===== src/rtl/spi_slave.sv =====
// SPI slave endpoint: oversamples sclk/mosi/cs in the clk domain, supports all
// four CPOL/CPHA modes, receives MSB-first words and transmits a preloaded word.
module spi_slave #(
    parameter int WIDTH       = 32,
    parameter int SYNC_STAGES = 2
) (
    input  logic             clk,
    input  logic             reset,
    input  logic             cpol,
    input  logic             cpha,
    input  logic             sclk,
    input  logic             mosi,
    input  logic             cs,
    output logic             miso,
    input  logic [WIDTH-1:0] tx_data,
    input  logic             tx_load,
    output logic [WIDTH-1:0] rx_data,
    output logic             rx_valid,
    output logic             busy,
    output logic             frame_err
);

    localparam int CNT_W = $clog2(WIDTH);

    typedef enum logic [1:0] {IDLE, ACTIVE, DONE} state_t;

    state_t state, state_next;

    logic [SYNC_STAGES-1:0] sclk_sync, mosi_sync, cs_sync;
    logic                   sclk_d, cs_d;
    logic                   sclk_s, mosi_s, cs_s;
    logic                   cpol_l, cpha_l;
    logic [WIDTH-1:0]       tx_buf, tx_sr, rx_sr, tx_src;
    logic [CNT_W-1:0]       bit_cnt;
    logic                   lead_edge, trail_edge, sample_edge, shift_edge;
    logic                   cs_fall, cs_rise, last_bit;

    // cs synchroniser resets low so a frame already in progress at reset
    // release never produces a falling edge.
    always_ff @(posedge clk or posedge reset) begin
        if (reset) begin
            sclk_sync <= '0;
            mosi_sync <= '0;
            cs_sync   <= '0;
            sclk_d    <= 1'b0;
            cs_d      <= 1'b0;
        end else begin
            sclk_sync <= {sclk_sync[SYNC_STAGES-2:0], sclk};
            mosi_sync <= {mosi_sync[SYNC_STAGES-2:0], mosi};
            cs_sync   <= {cs_sync[SYNC_STAGES-2:0], cs};
            sclk_d    <= sclk_s;
            cs_d      <= cs_s;
        end
    end

    assign sclk_s      = sclk_sync[SYNC_STAGES-1];
    assign mosi_s      = mosi_sync[SYNC_STAGES-1];
    assign cs_s        = cs_sync[SYNC_STAGES-1];
    assign cs_fall     = cs_d & ~cs_s;
    assign cs_rise     = ~cs_d & cs_s;
    assign lead_edge   = (sclk_s != cpol_l) && (sclk_d == cpol_l);
    assign trail_edge  = (sclk_s == cpol_l) && (sclk_d != cpol_l);
    assign sample_edge = cpha_l ? trail_edge : lead_edge;
    assign shift_edge  = cpha_l ? lead_edge : trail_edge;
    assign last_bit    = (bit_cnt == CNT_W'(WIDTH - 1));
    assign tx_src      = tx_load ? tx_data : tx_buf;

    always_ff @(posedge clk or posedge reset) begin
        if (reset) state <= IDLE;
        else       state <= state_next;
    end

    always_comb begin
        state_next = state;
        case (state)
            IDLE:    if (cs_fall) state_next = ACTIVE;
            ACTIVE: begin
                if (cs_rise)                      state_next = IDLE;
                else if (sample_edge && last_bit) state_next = DONE;
            end
            DONE:    state_next = cs_s ? IDLE : ACTIVE;
            default: state_next = IDLE;
        endcase
    end

    always_comb begin
        busy     = (state != IDLE);
        rx_valid = (state == DONE);
    end

    always_ff @(posedge clk or posedge reset) begin
        if (reset) begin
            tx_buf    <= '0;
            tx_sr     <= '0;
            rx_sr     <= '0;
            rx_data   <= '0;
            bit_cnt   <= '0;
            cpol_l    <= 1'b0;
            cpha_l    <= 1'b0;
            miso      <= 1'b0;
            frame_err <= 1'b0;
        end else begin
            frame_err <= 1'b0;
            if (tx_load) tx_buf <= tx_data;
            case (state)
                IDLE: begin
                    miso <= 1'b0;
                    if (cs_fall) begin
                        cpol_l  <= cpol;
                        cpha_l  <= cpha;
                        tx_sr   <= tx_src;
                        rx_sr   <= '0;
                        bit_cnt <= '0;
                        if (!cpha) miso <= tx_src[WIDTH-1];
                    end
                end
                ACTIVE: begin
                    if (cs_rise) begin
                        frame_err <= (bit_cnt != '0);
                        miso      <= 1'b0;
                        bit_cnt   <= '0;
                    end else begin
                        if (sample_edge) begin
                            rx_sr <= {rx_sr[WIDTH-2:0], mosi_s};
                            if (last_bit) begin
                                rx_data <= {rx_sr[WIDTH-2:0], mosi_s};
                                bit_cnt <= '0;
                            end else begin
                                bit_cnt <= bit_cnt + CNT_W'(1);
                            end
                        end
                        // cpha=0: MSB already presented, so the trailing edge
                        // ahead of the first sample of a word is skipped.
                        if (shift_edge) begin
                            if (cpha_l) begin
                                miso  <= tx_sr[WIDTH-1];
                                tx_sr <= {tx_sr[WIDTH-2:0], 1'b0};
                            end else if (bit_cnt != '0) begin
                                miso  <= tx_sr[WIDTH-2];
                                tx_sr <= {tx_sr[WIDTH-2:0], 1'b0};
                            end
                        end
                    end
                end
                DONE: begin
                    bit_cnt <= '0;
                    tx_sr   <= tx_src;
                    rx_sr   <= '0;
                    if (cs_s)         miso <= 1'b0;
                    else if (!cpha_l) miso <= tx_src[WIDTH-1];
                end
                default: miso <= 1'b0;
            endcase
        end
    end

endmodule

===== config.mk =====
export PLATFORM = sky130hd
export DESIGN_NAME = spi_slave
export DESIGN_NICKNAME = d
export VERILOG_FILES = /design/src/rtl/spi_slave.sv
export SDC_FILE = /design/constraint.sdc
export NUM_CORES = 1
export LEC_CHECK = 0
export ABC_CLOCK_PERIOD_IN_PS = 15500
export CAP_MARGIN = 30
export CORE_ASPECT_RATIO = 1.2
export CORE_MARGIN = 3
export CORE_UTILIZATION = 35
export DETAILED_ROUTE_END_ITERATION = 16
export PLACE_DENSITY = 0.51
export REMOVE_ABC_BUFFERS = 1
export SYNTH_ARGS = -nofsm -noshare
export SYNTH_HDL_FRONTEND = slang
export SYNTH_SLANG_ARGS = --single-unit

===== constraint.sdc =====
create_clock -name clk -period 15.5 [get_ports clk]
set_input_delay 3.1 -clock clk [delete_from_list [all_inputs] [get_ports clk]]
set_output_delay 3.1 -clock clk [all_outputs]
set_load 0.005 [all_outputs]

==> results.md, run 1 <==
- Total Power: 0.00106 W
- Worst hold slack: 0.346 ns
- RSZ-0062 raised after global routing: false
- CP Data Arrival Time: 1.66 ns
- Status: finished, final reports clean
- Synth Area in Simple Gates: 5.91%
- Number of global-route vias before repair: 4076
- Clk_skew: 0.00497 ns
- Core area: 17700 µm²
- Max-cap violations: 0
- DRC Markers: 0
- Startpoint Class: flip-flop
- Maximum vdd drop: 0.0638 mV
- Setup CP Type: flip-flop to primary output
- Placed cell area: 7270 µm²
- Diode count: 0
- First-pass GRT wire length: 20400 µm
- Min-Delay Path Class: flip-flop to flip-flop
- Leading area contributor after synthesis: dfrtp_1
- Final Cell Area: 7850 µm²
- Buffers added on ports: 75
- Starting density of the core: 36.0%
- Post-CTS Hold Buffers: 0
- Flops & latches, synth: 146
- Num CTS Buffers: 17
- Post-CTS Resized: 0
- CTS sink cnt: 146
- Worst-skew pair later-pin latency: 0.41 ns
- Initial antenna violation count: 0
- Main combinational cell family by area after synthesis: multiplexers
- Layout area overhead: 23.3%
- Chip Width: 129 µm
- CP Max Fanout: 8
- Final hold vios: 0
- Post-Synth Adder-Cell Area: 0.590%
- Drt pass-1 iters: 4
- Minimum clock period: 4.76 ns
- Synth Area in Compound Gates: 2.16%
- Pin count of the biggest net entering global routing: 91
- Post-synth top area share: 57.4%
- Cells after Synth: 497
- Layout Nets: 614
- Post-route ant nets: 0
- Fin util: 44.3%
- Total Routing Usage GR: 13.1%
- Xor and xnor area share after synthesis: 0.255%
- Yosys cell types: 41
- H-tree levels: 4
- Post-synthesis area per instance: 12.8 µm²
- Gpl congestion: 0.801
- DRT iter0 DRCs: 156
- Cell Rows: 53
- Final setup TNS: 0 ns
- Worst-Margin Slew: 0.890 ns
- Async set or reset register ratio after synthesis: 100%
- Seq/Total Area, Yosys: 57.4%
- Max Slew Vio Count: 0
- Fin crit share: 30.7%
- Area contributors post-synth: dfrtp_1 57%, mux2i_1 14%, mux2_2 12%
- Top_reg_cell synth: dfrtp_1
- Vias: 3802
- Worst Path Required: 12.40 ns
- # IOs: 76
- Ys Warns: 0
- Fmax: 210 MHz
- Relative slew slack: 40.6%
- CTS tree: built
- Clock Pin Slew Worst Setup and Hold Paths: 0.06 ns
- Grt total ovfl: 0
- Leakage: 3.60 nW
- Hpwl dp: 7530 µm
- Mapped Area: 6370 µm²
- Final setup viols: 0
- Clock root buffer: clkbuf_16
- Post-CTS Repair Setup Buffers: 0
- Avg WL per Cell: 14.8 µm
- Mux cell area share after synthesis: 27.0%
- CTS max path bufs: 2
- Post-synth EDFFs: 0
- Full die area: 19900 µm²
- Layout cells sized above 1: 19.6%
- Pwr/cell area: 135 nW/µm²
- Final wirelength: 11900 µm
- Vias per cell: 4.74
- Die H: 154 µm
- CP endpoint kind: primary output
-- cell usage in the layout (no fill, tap or decap), types with 2 or more instances in the layout --
master / instances
dfrtp_1: 146
mux2i_1: 92
clkdlybuf4s50_1: 74
mux2_2: 68
inv_1: 66
nand2_1: 35
clkbuf_16: 17
nor2b_1: 6
nor2_1: 5
clkinv_2: 5
nand3_1: 4
buf_4: 4
nand2b_1: 3
a21oi_1: 3
o21ai_0: 3
mux2_1: 3
and3_1: 3
nor3_1: 3
ha_1: 3
clkbuf_8: 3
nor4b_1: 2
o22a_1: 2
nor4_1: 2
a211oi_1: 2
nand3b_1: 2
bufinv_16: 2
clkinv_4: 2
-- where the power goes --
part | total, W | switching (W) | internal, W
combinational | 0.000185 | 0.0000943 | 0.0000911
sequential | 0.000474 | 0.0000326 | 0.000441
clock | 0.000399 | 0.000152 | 0.000247
total | 0.00106 | 0.000279 | 0.000779
-- final timing paths --
kind	start	to	slack (ns)	cells after the start
worst max-delay path	state[0]	busy	10.74	2
worst min-delay path	cs_sync[0]	cs_sync[1]	0.35	0
worst max register to register	state[1]	rx_data[23]	12.71	5
worst min register to register	cs_sync[0]	cs_sync[1]	0.35	0
max in group asynchronous	reset	rx_data[17]	11.02	3
min in group asynchronous	reset	rx_data[1]	3.24	2
-- metrics by stage --
step / setup WS, ns / std cells
floorplan: 8.48 / 472
global route: 10.66 / 802
CTS: 10.71 / 802
finish: 10.74 / 802
global placement: 10.50 / 771
detailed placement: 10.45 / 772
-- logic make-up (layout without fill, tap and decap cells) --
group                    count (synthesis)  after routing
XOR/XNOR                                 1              1
AO/OA/AOI/OAI                           18             18
buffers and inverters                   92            177
adder cells (fa/ha/maj)                  3              3
multiplexers                           163            163
AND/OR/NAND/NOR                         74             74
flip-flops                             146            146
-- Yosys cell counts, types with 2 or more instances --
library cell and instances:
o22a_1 2, buf_2 7, o21ai_0 3, nand3_1 4
a211oi_1 2, mux2_1 3, ha_1 3, buf_6 9
nand3b_1 2, buf_1 3, nor2b_1 7, nor4b_1 2
dfrtp_1 146, a21oi_1 3, and3_1 3, mux2i_1 92
nor4_1 2, inv_1 67, clkbuf_1 5, nor2_1 5
nand2b_1 4, nor3_1 3, nand2_1 35, mux2_2 68
-- layout make-up --
cell class	count	area, µm²
Timing Repair Buffer	80	796
Multi-Input combinational cell	259	2290
Tap cell	220	275
Clock inverter	10	110
Fill cell	1665	9850
Clock buffer	20	467
Sequential cell	146	3650
Inverter	67	256
-- layer usage --
layer | vias to the layer above | part of all wire [%] | GRT usage (%)
met4 | 0 | 1.9 | 5.20
met5 | - | 0 | 0
met2 | 76 | 49 | 20.4
met1 | 1902 | 44 | 16.5
li1 | 1803 | - | -
met3 | 21 | 5.1 | 4.59
-- worst max-delay path, stage by stage, from the launching register on --
cell             delay [ns]
dfrtp_1                0.47
or2_2                  0.33
clkdlybuf4s50_1        0.45
-- state kept, by name, summed over array words and instances, names as in the netlist --
name       count
sclk_sync      2
rx_data       32
mosi_sync      2
sclk_d         1
state          2
bit_cnt        5
cpha_l         1
tx_sr         32
cs_sync        2
cpol_l         1
frame_err      1
miso           1
cs_d           1
rx_sr         31
tx_buf        32
(Power assumes the default switching activity.)
==> run 2: changes to the inputs <==
--- a/config.mk
+++ b/config.mk
@@ -5,7 +5,7 @@
 export SDC_FILE = /design/constraint.sdc
 export NUM_CORES = 1
 export LEC_CHECK = 0
-export ABC_CLOCK_PERIOD_IN_PS = 15500
+export ABC_CLOCK_PERIOD_IN_PS = 4900
 export CAP_MARGIN = 30
 export CORE_ASPECT_RATIO = 1.2
 export CORE_MARGIN = 3
==> constraint.sdc (replaced) <==
create_clock -name clk -period 4.9 [get_ports clk]
set_input_delay 0.98 -clock clk [delete_from_list [all_inputs] [get_ports clk]]
set_output_delay 0.98 -clock clk [all_outputs]
set_load 0.005 [all_outputs]
==> run 2 against run 1 <==
Compared with the run above: utilization increased by 0.16 points; clock skew increased by 0.0016 ns; sequential cell count unchanged; combinational power increased to 3.2 times the previous value; final cell count increased by 0.37%; total power increased to 3.2 times the previous value; non-clock buffer count increased by 2; count of clock-buffer cells in the layout increased by 5; sequential share of layout area decreased by 0.17 points; first-iteration DRC count decreased by 4.5%; register-to-register slack got worse by 11 ns; die area unchanged; critical path type is now flip-flop to flip-flop.
==> results.md, run 2 (same netlist as run 1, synthesis figures left out) <==
- Startpoint Class: flip-flop (unchanged)
- CTS sink cnt: 146 (unchanged)
- CTS max path bufs: 2 (unchanged)
- Min-Delay Path Class: flip-flop to flip-flop (unchanged)
- Starting density of the core: 36.0% (unchanged)
- FF-to-FF path depth: 5 (unchanged)
- Cell Count, Final, Fillers Out: 805 (was 802)
- # IOs: 76 (unchanged)
- CP endpoint kind: flip-flop (was primary output)
- R2R setup slack: 2.20 ns (was 12.71 ns)
- Drt pass-1 iters: 4 (unchanged)
- Number of global-route vias before repair: 3991 (was 4076)
- Slowest-stage cell, CP: nand3_2 (was dfrtp_1)
- Minimum clock period: 2.70 ns
- Max-cap violations: 0 (unchanged)
- Grt total ovfl: 0 (unchanged)
- Post-CTS Repair Setup Buffers: 0 (unchanged)
- Hpwl dp: 7640 µm (was 7530 µm)
- Fmax: 370 MHz
- Hold path depth: 0 (unchanged)
- Placed cell area: 7280 µm² (was 7270 µm²)
- Layout area overhead: 23.8% (was 23.3%)
- Worst Path Required: 5.19 ns (was 12.40 ns)
- Avg WL per Cell: 14.9 µm (was 14.8 µm)
- First-pass GRT wire length: 20400 µm (about the same)
- Clock Pin Slew Worst Setup and Hold Paths: 0.06 ns (about the same)
- Total Routing Usage GR: 13.1% (about the same)
- Num CTS Buffers: 17 (unchanged)
- DP Cell Count: 773 (was 772)
- Vias: 3739 (was 3802)
- Final Cell Area: 7880 µm² (was 7850 µm²)
- Pwr/cell area: 426 nW/µm² (was 135 nW/µm²)
- RR Endpoint: rx_data[23] (unchanged)
- Initial antenna violation count: 1 (was 0)
- Final wirelength: 12000 µm (was 11900 µm)
- Clock root buffer: clkbuf_16 (unchanged)
- Fin crit share: 55.1%
- Worst-skew pair later-pin latency: 0.41 ns (about the same)
- RSZ-0062 raised after global routing: false (unchanged)
- Final hold vios: 0 (unchanged)
- Buffers added on ports: 75 (unchanged)
- Full die area: 19900 µm² (unchanged)
- Post-CTS Resized: 0 (unchanged)
- Chip Width: 129 µm (unchanged)
- R2R Path Start: state[1] (unchanged)
- CTS tree: built (unchanged)
- DRT iter0 DRCs: 149 (was 156)
- Maximum vdd drop: 0.204 mV (was 0.0638 mV)
- CP Data Arrival Time: 2.99 ns (was 1.66 ns)
- CP Max Fanout: 35 (was 8)
- Pin count of the biggest net entering global routing: 100 (was 91)
- Hold path endpoint: cs_sync[1] (unchanged)
- Worst-Margin Slew: 0.906 ns (was 0.890 ns)
- Core area: 17700 µm² (unchanged)
- Layout cells sized above 1: 18.8% (was 19.6%)
- Post-route ant nets: 0 (unchanged)
- Status: finished, final reports clean (unchanged)
- Clk_skew: 0.00654 ns (was 0.00497 ns)
- Largest regs: rx_data x32, tx_buf x32, tx_sr x32 (unchanged)
- Most frequent cells in the layout: 146 x dfrtp_1, 92 x mux2i_1, 74 x clkdlybuf4s50_1, 68 x mux2_2, 66 x inv_1 (unchanged)
- Min-delay src: cs_sync[0] (unchanged)
- Final setup viols: 0 (unchanged)
- Relative slew slack: 39.5% (was 40.6%)
- Max incr delay on CP: 0.73 ns (was 0.47 ns)
- Leakage: 3.61 nW (was 3.60 nW)
- Diode count: 0 (unchanged)
- Post-CTS Hold Buffers: 0 (unchanged)
- Layout Nets: 616 (was 614)
- Setup CP Type: flip-flop to flip-flop (was flip-flop to primary output)
- Commonest non-fill, non-tap cell in the layout: dfrtp_1 (unchanged)
- DRC Markers: 0 (unchanged)
- Worst path cell trace: nand2b_2, buf_4, nor2_2, nand3_2, mux2_1 (was or2_2, clkdlybuf4s50_1)
- Die H: 154 µm (unchanged)
- Vias per cell: 4.64 (was 4.74)
- Max Slew Vio Count: 0 (unchanged)
- H-tree levels: 4 (unchanged)
- Gpl congestion: 0.763 (was 0.801)
- Cell Rows: 53 (unchanged)
-- run 2: stage by stage --
step	TNS (ns)	utilization (%)	power (W)	hold slack (ns)	worst slack, ns
final	0	44.5	0.00336	0.346	2.20
after detailed placement	0	41.1	0.00213	0.336	2.10
after global routing	0	44.5	0.00357	0.355	1.96
after floorplan	-0.436	-	0.00195	0.331	-0.00298
after global placement	0	41.0	0.00211	0.332	2.18
after CTS	0	44.4	0.00342	0.350	2.08
-- run 2: worst max-delay path, delay by kind of cell, from the launching register on --
family | cells | cell delay (ns)
simple gates | 3 | 1.21
mux | 1 | 0.60
flops | 1 | 0.46
buf+inv | 1 | 0.29
-- run 2: worst max path at each step --
stage	start	end	depth (start not counted)
after global placement	state[1]	rx_data[23]	5
final	state[1]	rx_data[23]	5
after detailed placement	state[1]	rx_data[23]	5
after global routing	state[1]	rx_data[23]	5
after floorplan	reset	bit_cnt[0]	1
after CTS	state[1]	rx_data[23]	5
-- run 2: report_power, final --
group / switching [W] / leakage, nW / total (W) / internal [W]
logic: 0.000304 / 1.47 / 0.000596 / 0.000291
registers: 0.000105 / 1.86 / 0.00150 / 0.00140
clock network: 0.000454 / 0.279 / 0.00126 / 0.000809
-- run 2: per-layer routing --
metal	up-vias	global-route usage, %	routed length (µm)
met5	-	0	7
met4	2	6.15	238
met3	18	3.86	563
met2	68	19.7	5680
met1	1848	17.3	5510
li1	1803	-	-
-- run 2: layout make-up --
| cell class | instances | area [µm²] |
|---|---|---|
| clock buffers | 25 | 465 |
| clock inverters | 6 | 105 |
| fillers | 1685 | 9830 |
| inverters | 67 | 256 |
| multi-input cells | 259 | 2290 |
| flip-flops and latches | 146 | 3650 |
| well taps | 220 | 275 |
| repair buffers | 82 | 831 |
==> run 3: changes to the inputs <==
--- a/config.mk
+++ b/config.mk
@@ -5,7 +5,7 @@
 export SDC_FILE = /design/constraint.sdc
 export NUM_CORES = 1
 export LEC_CHECK = 0
-export ABC_CLOCK_PERIOD_IN_PS = 4900
+export ABC_CLOCK_PERIOD_IN_PS = 2800
 export CAP_MARGIN = 30
 export CORE_ASPECT_RATIO = 1.2
 export CORE_MARGIN = 3
==> constraint.sdc (replaced) <==
create_clock -name clk -period 2.8 [get_ports clk]
set_input_delay 0.56 -clock clk [delete_from_list [all_inputs] [get_ports clk]]
set_output_delay 0.56 -clock clk [all_outputs]
set_load 0.005 [all_outputs]
==> run 3 against run 2 <==
Compared with the run above: sequential cell count is the same; via count grew 0.78%; combinational power grew 74%; count of clock-buffer cells in the layout shrank 5; clock power grew 74%; sequential power grew 75%; cell area grew 0.35%; critical endpoint is now tx_sr[16]; highest routed layer is now met4.
==> results.md, run 3 (same netlist as run 1, synthesis figures left out) <==
- Status: finished, final reports clean (unchanged)
- Setup CP Type: flip-flop to flip-flop (unchanged)
- CP Max Fanout: 19 (was 35)
- Relative slew slack: 38.1% (was 39.5%)
- Cell Rows: 53 (unchanged)
- Worst Path Required: 3.13 ns (was 5.19 ns)
- Vias: 3768 (was 3739)
- Post-CTS Hold Buffers: 0 (unchanged)
- Max-cap violations: 0 (unchanged)
- Pin count of the biggest net entering global routing: 55 (was 100)
- Chip Width: 129 µm (unchanged)
- Core area: 17700 µm² (unchanged)
- First-pass GRT wire length: 20500 µm (was 20400 µm)
- Post-CTS Resized: 0 (unchanged)
- CTS max path bufs: 2 (unchanged)
- Worst-skew pair later-pin latency: 0.42 ns (was 0.41 ns)
- Startpoint Class: flip-flop (unchanged)
- Post-route ant nets: 0 (unchanged)
- CP Data Arrival Time: 2.87 ns (was 2.99 ns)
- Maximum vdd drop: 0.339 mV (was 0.204 mV)
- Met3 usage: 4.79% (was 3.86%)
- Number of global-route vias before repair: 4059 (was 3991)
- Grt total ovfl: 0 (unchanged)
- Gpl congestion: 0.830 (was 0.763)
- Hpwl dp: 7890 µm (was 7640 µm)
- # IOs: 76 (unchanged)
- Clock Pin Slew Worst Setup and Hold Paths: 0.06 ns (about the same)
- Drt pass-1 iters: 4 (unchanged)
- Pwr/cell area: 740 nW/µm² (was 426 nW/µm²)
- Layout area overhead: 24.2% (was 23.8%)
- Met2 Use GR: 19.6% (was 19.7%)
- Final setup viols: 0 (unchanged)
- CTS tree: built (unchanged)
- Met1 GRT Util: 16.8% (was 17.3%)
- DRC Markers: 0 (unchanged)
- Total Power: 0.00585 W (was 0.00336 W)
- DRT iter0 DRCs: 111 (was 149)
- Starting density of the core: 36.0% (unchanged)
- Total Routing Usage GR: 13.0% (was 13.1%)
- Min-Delay Path Class: flip-flop to flip-flop (unchanged)
- Final hold vios: 0 (unchanged)
- Clock root buffer: clkbuf_16 (unchanged)
- Minimum clock period: 2.54 ns (was 2.70 ns)
- Leakage: 3.62 nW (was 3.61 nW)
- Fmax: 393 MHz (was 370 MHz)
- Vias per cell: 4.66 (was 4.64)
- Commonest non-fill, non-tap cell in the layout: dfrtp_1 (unchanged)
- Post-CTS Repair Setup Buffers: 0 (unchanged)
- Largest regs: rx_data x32, tx_buf x32, tx_sr x32 (unchanged)
- Pre-CTS WS: 0.241 ns (was 2.10 ns)
- Worst-Margin Slew: 0.928 ns (was 0.906 ns)
- Full die area: 19900 µm² (unchanged)
- Grt peak-use layer: met2 (unchanged)
- CP endpoint kind: flip-flop (unchanged)
- Die H: 154 µm (unchanged)
- Final worst setup slack: 0.258 ns (was 2.20 ns)
- Most frequent cells in the layout: 146 x dfrtp_1, 92 x mux2i_1, 74 x clkdlybuf4s50_1, 68 x mux2_2, 66 x inv_1 (unchanged)
- Initial antenna violation count: 0 (was 1)
- Max Slew Vio Count: 0 (unchanged)
- Fin crit share: 90.8% (was 55.1%)
- RSZ-0062 raised after global routing: false (unchanged)
- Layout cells sized above 1: 20.1% (was 18.8%)
- Layout Nets: 619 (was 616)
- Final wirelength: 11900 µm (was 12000 µm)
- Avg WL per Cell: 14.8 µm (was 14.9 µm)
- Buffers added on ports: 75 (unchanged)
- CTS sink cnt: 146 (unchanged)
- Num CTS Buffers: 17 (unchanged)
- H-tree levels: 4 (unchanged)
- Clk_skew: 0.00631 ns (was 0.00654 ns)
[run 3: final cells by class]
| class | count | area (µm²) |
|---|---|---|
| Fill cell | 1647 | 9800 |
| Timing Repair Buffer | 85 | 858 |
| Inverter | 67 | 256 |
| Multi-Input combinational cell | 259 | 2290 |
| Clock inverter | 10 | 111 |
| Clock buffer | 20 | 457 |
| Antenna cell | 1 | 2.50 |
| Tap cell | 220 | 275 |
| Sequential cell | 146 | 3650 |
[run 3: where the power goes]
| group | switching (W) | internal (W) | total [W] |
|---|---|---|---|
| logic | 0.000530 | 0.000512 | 0.00104 |
| clock network | 0.000845 | 0.00134 | 0.00219 |
| registers | 0.000183 | 0.00244 | 0.00263 |
| total | 0.00156 | 0.00430 | 0.00585 |
[run 3: stage by stage]
stage | std cells | setup TNS [ns] | util [%] | hold slack, ns | area, µm²
floorplan | 472 | -277.01 | - | 0.331 | 6190
global placement | 776 | 0 | 41.3 | 0.332 | 7320
detailed placement | 777 | 0 | 41.4 | 0.335 | 7340
CTS | 807 | 0 | 44.6 | 0.349 | 7910
global route | 807 | 0 | 44.6 | 0.359 | 7910
finish | 808 | 0 | 44.7 | 0.348 | 7910
[run 3: worst max-delay path: stages, from the launching register on]
cell	delay (ns)
dfrtp_1	0.47
xor2_2	0.27
mux2i_1	0.17
o31ai_4	0.82
buf_4	0.45
mux2i_1	0.25
[run 3: path summary, 6_finish.rpt]
check | start | end | slack (ns) | cells after the start
setup / recovery | cpha_l | tx_sr[16] | 0.26 | 5
hold / removal | sclk_sync[0] | sclk_sync[1] | 0.35 | 0
setup reg to reg | cpha_l | tx_sr[16] | 0.26 | 5
hold reg to reg | sclk_sync[0] | sclk_sync[1] | 0.35 | 0
max in group asynchronous | reset | rx_data[11] | 1.60 | 3
min in group asynchronous | reset | rx_data[14] | 0.57 | 2
[run 3: per-layer routing]
| layer | vias to the layer above | part of all wire [%] |
|---|---|---|
| li1 | 1815 | - |
| met2 | 67 | 46 |
| met3 | 18 | 5.4 |
| met4 | 0 | 2.0 |
| met1 | 1868 | 46 |
| met5 | - | 0 |
